`config.mk`:
```
export PLATFORM = sky130hd
export DESIGN_NAME = xif_result_queue
export DESIGN_NICKNAME = d
export VERILOG_FILES = /design/src/rtl/xif_result_queue.sv
export SDC_FILE = /design/constraint.sdc
export NUM_CORES = 1
export LEC_CHECK = 0
export ABC_AREA = 1
export BUFFER_PORTS_ARGS = -buffer_cell sky130_fd_sc_hd__buf_4
export CORE_MARGIN = 2
export CORE_UTILIZATION = 55
export CTS_BUF_LIST = sky130_fd_sc_hd__clkbuf_2
export CTS_CLUSTER_SIZE = 12
export DETAILED_ROUTE_END_ITERATION = 8
export PLACE_DENSITY = 0.75
export SLEW_MARGIN = 10
export SYNTH_ARGS = -nofsm -noshare
export SYNTH_HDL_FRONTEND = slang
export SYNTH_SLANG_ARGS = --single-unit
```
`constraint.sdc`:
```
create_clock -name clk_i -period 10.9 [get_ports clk_i]
set_input_delay 1.635 -clock clk_i [delete_from_list [all_inputs] [get_ports clk_i]]
set_output_delay 1.635 -clock clk_i [all_outputs]
set_load 0.02 [all_outputs]
```
`src/rtl/xif_result_queue.sv`:
```
// In-order result queue for X-IF offloaded instructions: holds execution results
// until the core commits (retire) or kills (silent drop) the matching id.
module xif_result_queue #(
    parameter int DEPTH    = 4,
    parameter int ID_WIDTH = 4
) (
    input  logic                     clk_i,
    input  logic                     rst_i,
    input  logic                     push_valid_i,
    output logic                     push_ready_o,
    input  logic [ID_WIDTH-1:0]      push_id_i,
    input  logic [31:0]              push_data_i,
    input  logic [4:0]               push_rd_i,
    input  logic                     push_we_i,
    input  logic                     commit_valid_i,
    input  logic [ID_WIDTH-1:0]      commit_id_i,
    input  logic                     commit_kill_i,
    output logic                     result_valid_o,
    input  logic                     result_ready_i,
    output logic [ID_WIDTH-1:0]      result_id_o,
    output logic [31:0]              result_data_o,
    output logic [4:0]               result_rd_o,
    output logic                     result_we_o,
    output logic [$clog2(DEPTH):0]   count_o
);
    localparam int AW  = $clog2(DEPTH);
    localparam int NID = 2 ** ID_WIDTH;
    localparam logic [AW:0] FULL = (AW + 1)'(DEPTH);

    logic [ID_WIDTH-1:0] id_q   [DEPTH];
    logic [31:0]         data_q [DEPTH];
    logic [4:0]          rd_q   [DEPTH];
    logic                we_q   [DEPTH];
    logic [AW-1:0]       wptr_q, rptr_q;
    logic [AW:0]         count_q, count_d;
    logic [NID-1:0]      committed_q, committed_d;
    logic [NID-1:0]      killed_q, killed_d;

    logic [ID_WIDTH-1:0] head_id;
    logic                head_done, drop, push, pop;

    assign head_id   = id_q[rptr_q];
    assign head_done = (count_q != '0) && committed_q[head_id];
    assign drop      = head_done && killed_q[head_id];

    assign push_ready_o   = (count_q < FULL);
    assign result_valid_o = head_done && !killed_q[head_id];
    assign result_id_o    = head_id;
    assign result_data_o  = data_q[rptr_q];
    assign result_rd_o    = rd_q[rptr_q];
    assign result_we_o    = we_q[rptr_q];
    assign count_o        = count_q;

    assign push    = push_valid_i && push_ready_o;
    assign pop     = (result_valid_o && result_ready_i) || drop;
    assign count_d = count_q + (AW + 1)'(push) - (AW + 1)'(pop);

    // Clear of the popped id is applied before the new commit, so a commit
    // landing in the same cycle (to any id) is never lost.
    always_comb begin
        committed_d = committed_q;
        killed_d    = killed_q;
        if (pop) begin
            committed_d[head_id] = 1'b0;
            killed_d[head_id]    = 1'b0;
        end
        if (commit_valid_i) begin
            committed_d[commit_id_i] = 1'b1;
            killed_d[commit_id_i]    = commit_kill_i;
        end
    end

    always_ff @(posedge clk_i) begin
        if (rst_i) begin
            for (int i = 0; i < DEPTH; i++) begin
                id_q[i]   <= '0;
                data_q[i] <= '0;
                rd_q[i]   <= '0;
                we_q[i]   <= 1'b0;
            end
            wptr_q      <= '0;
            rptr_q      <= '0;
            count_q     <= '0;
            committed_q <= '0;
            killed_q    <= '0;
        end else begin
            if (push) begin
                id_q[wptr_q]   <= push_id_i;
                data_q[wptr_q] <= push_data_i;
                rd_q[wptr_q]   <= push_rd_i;
                we_q[wptr_q]   <= push_we_i;
                wptr_q         <= wptr_q + AW'(1);
            end
            if (pop) rptr_q <= rptr_q + AW'(1);
            count_q     <= count_d;
            committed_q <= committed_d;
            killed_q    <= killed_d;
        end
    end
endmodule
```
==> flow_summary.toml <==
[run_status]
status = "finished clean"

[power]
vdd_drop_max_mv = 0.1256
p_leak_nw = 4.550
power_density_mw_per_mm2 = 209.2
seqPwrFrac_pct = 43.3
p_sw_mw = 0.8935
pwr-share-comb_pct = 35.2
pwr-share-clk_pct = 21.5
internal_power_mw = 1.414
switching_share_pct = 38.72

[global_routing]
antenna_found_initial = 1
first_global_vias = 7439
grt_overflow = 0
gr-usage-met3_pct = 5.074
grt-busiest-layer = "met2"
grt_first_pass_wirelength_mm = 35.76
grtUsageMet2_pct = 42.62
track_usage_pct = 24.66
grtUsageMet1_pct = 31.13
grt_max_degree = 86

[hold_path]
hp-start = "committed_q[5]"
hp-class = "reg -> reg"

[yosys]
ys_seq_area_share_pct = 60.16
syn_inst = 1086
synth_area_leaders = "edfxtp_1 (52%), nor2_1 (12%), dfxtp_1 (8.4%)"
ys_warn_count = 0
yosys.area.top_type = "edfxtp_1"
ys_ff_latch = 209
synth_cell_type_count = 34
avgSynthCellArea_um2 = 8.978
synth_nets = 1141
syn_area_mm2 = 0.009751
synth_top_area_share_pct = 51.74

[floorplan]
coreArea_mm2 = 0.01730
rows = 48
initial_core_util_pct = 56.37
dieArea_mm2 = 0.01881
fp.dieH_um = 137.1
ios = 99
fp.dieW_um = 137.1

[setup_path]
endpoint_kind = "output port"
cp_slowest_cell = "buf_4"
cp.arrival_ns = 3.89
crit_path_max_fanout = 85
startpoint_type = "register"
critPathRequiredTime_ns = 9.27
path_cells = "buf_4 > inv_2 > buf_4 > nand2_1 > nand3_1 > nand2_1 > inv_2 > nand2_1 > nand2_1 > nand2_1 > nand2_2 > nor4_1 > buf_4"
critPathMostFrequentCell = "nand2_1"
cpPeakStageDelay_ns = 0.66
path_class = "reg -> out"

[clock_tree]
root_buffer = "clkbuf_2"
post_cts_resized = 0
cts_tree = "yes"
cts_setup_buffers = 0
cts_max_level = 2
cts.path.max_buffers = 3
clock_latency_ns = 0.82
clkSinkCount = 209
cts_made_buffers = 53
postCtsHoldBufs = 0
path_clk_slew_ns = 0.10

[finish]
fin_nets = 1246
n_fill_cell = 1511
seqCellArea_mm2 = 0.005867
final_cell_count_no_fill = 1449
synthToLayoutAreaGrowth_pct = 13.14
multi_input_area_mm2 = 0.003068
drive_gt1_share_pct = 19.30

[sta]
max_freq_mhz = 181.0
worstMarginPinSlew_ns = 1.125
rsz0062_at_grt = "false"
final_hold_viol_count = 0
setup_viol = 0
period_minus_slack_ns = 5.526
tns_ns = 0
maxSlewViolCount = 0
fin_crit_sh_pct = 50.70
fin_ws_ns = 5.374
fin_skew_ns = 0.07095
slew_headroom_pct = 24.77

[drt]
drtPass1Iterations = 5
vias = 7549
via_per_inst = 5.210
drt_drc_violations_left = 0
ant_nets = 0
wl_mm = 22.49
wire_per_inst_um = 15.52
drt_iter0_drc = 711

[place]
placement.io_buffers = 98
dp.cells = 1361
place_ws_ns = 5.768
dp_hpwl_mm = 12.69
gp_congestion = 0.9108

[flow_run]
drv_cap = 0
power by group through the flow:
stage	registers [mW]	logic [mW]	clock network, mW
2_1_floorplan	1.02	0.538	0
3_3_place_gp	1.01	0.800	0
3_5_place_dp	1.02	0.813	0
4_1_cts	0.999	0.816	0.507
5_1_grt	1.01	0.888	0.543
6_report	0.999	0.812	0.497
sequential cells by signal (all words and copies together) (netlist names), named ones only:
signal	flops
count_o	3
killed_q	16
committed_q	16
id_q	16
data_q	128
rptr_q	2
rd_q	20
we_q	4
wptr_q	2
synthesized netlist by cell type, drive strengths merged:
master	number
and3	1
clkinv	3
inv	153
nand3	35
ha	2
nor2	309
o22ai	38
fa	1
o21ai	86
nand3b	4
nand2	149
nor3	2
xor2	1
xnor2	1
nor4	1
a21oi	34
edfxtp	168
clkbuf	45
o21bai	1
buf	11
dfxtp	41
area by class of cell:
cell class | instances | share of cell area, %
sequential | 209 | 53.18
antenna | 1 | 0.02268
timing repair buffer | 106 | 7.213
clock buffer | 80 | 3.629
inverter | 156 | 5.308
multi-input combinational | 665 | 27.81
tap | 225 | 2.552
clock inverter | 7 | 0.2835
path summary, 6_finish.rpt:
path	slack, ns	to	depth (start not counted)
max	5.37	result_valid_o	13
min	0.47	committed_q[5]	2
max reg2reg	6.63	count_o[2]	22
min reg2reg	0.47	committed_q[5]	2
critical path: cells and delay by family (launching register included):
kind	cells	cell delay, ns
flip-flops	1	0.32
buffers and inverters	5	1.54
AND/OR/NAND/NOR	8	1.21
layout by cell type, fill, tap and decap left out, drive strengths merged:
master  synthesis  routed
a21oi          34      34
and3            1       1
buf            11     106
clkbuf         45      80
clkinv          3       9
dfxtp          41      41
diode           0       1
edfxtp        168     168
fa              1       1
ha              2       2
inv           153     154
nand2         149     149
nand3          35      35
nand3b          4       4
nor2          309     309
nor3            2       2
nor4            1       1
o21ai          86      86
o21bai          1       1
o22ai          38      38
xnor2           1       1
xor2            1       1
cells by family (layout without fill, tap and decap cells):
logic type,Yosys count,in the layout,synth area share [%]
buf+inv,212,349,8.661
xor+xnor,2,2,0.1797
fa+ha+maj,3,3,0.4619
compound gates,159,159,9.406
other cells,0,1,0
flops,209,209,60.16
simple gates,501,501,21.13
routing by layer:
layer / vias to the layer above / wire length, um
li1: 3733 / -
met1: 3522 / 9359
met3: 32 / 1575
met5: - / 0
met4: 0 / 327
met2: 262 / 11230
per-stage QoR:
step | hold slack (ns) | total power [mW] | utilization [%] | instance area (um2)
detailed placement | 0.4557 | 1.830 | 61.27 | 10600
global placement | 0.4501 | 1.814 | 61.27 | 10600
finish | 0.4654 | 2.308 | 63.78 | 11030
floorplan | 0.4350 | 1.558 | - | 9751
CTS | 0.4703 | 2.323 | 63.77 | 11030
global route | 0.4879 | 2.439 | 63.78 | 11030
Power figures use the tool's default switching activity.
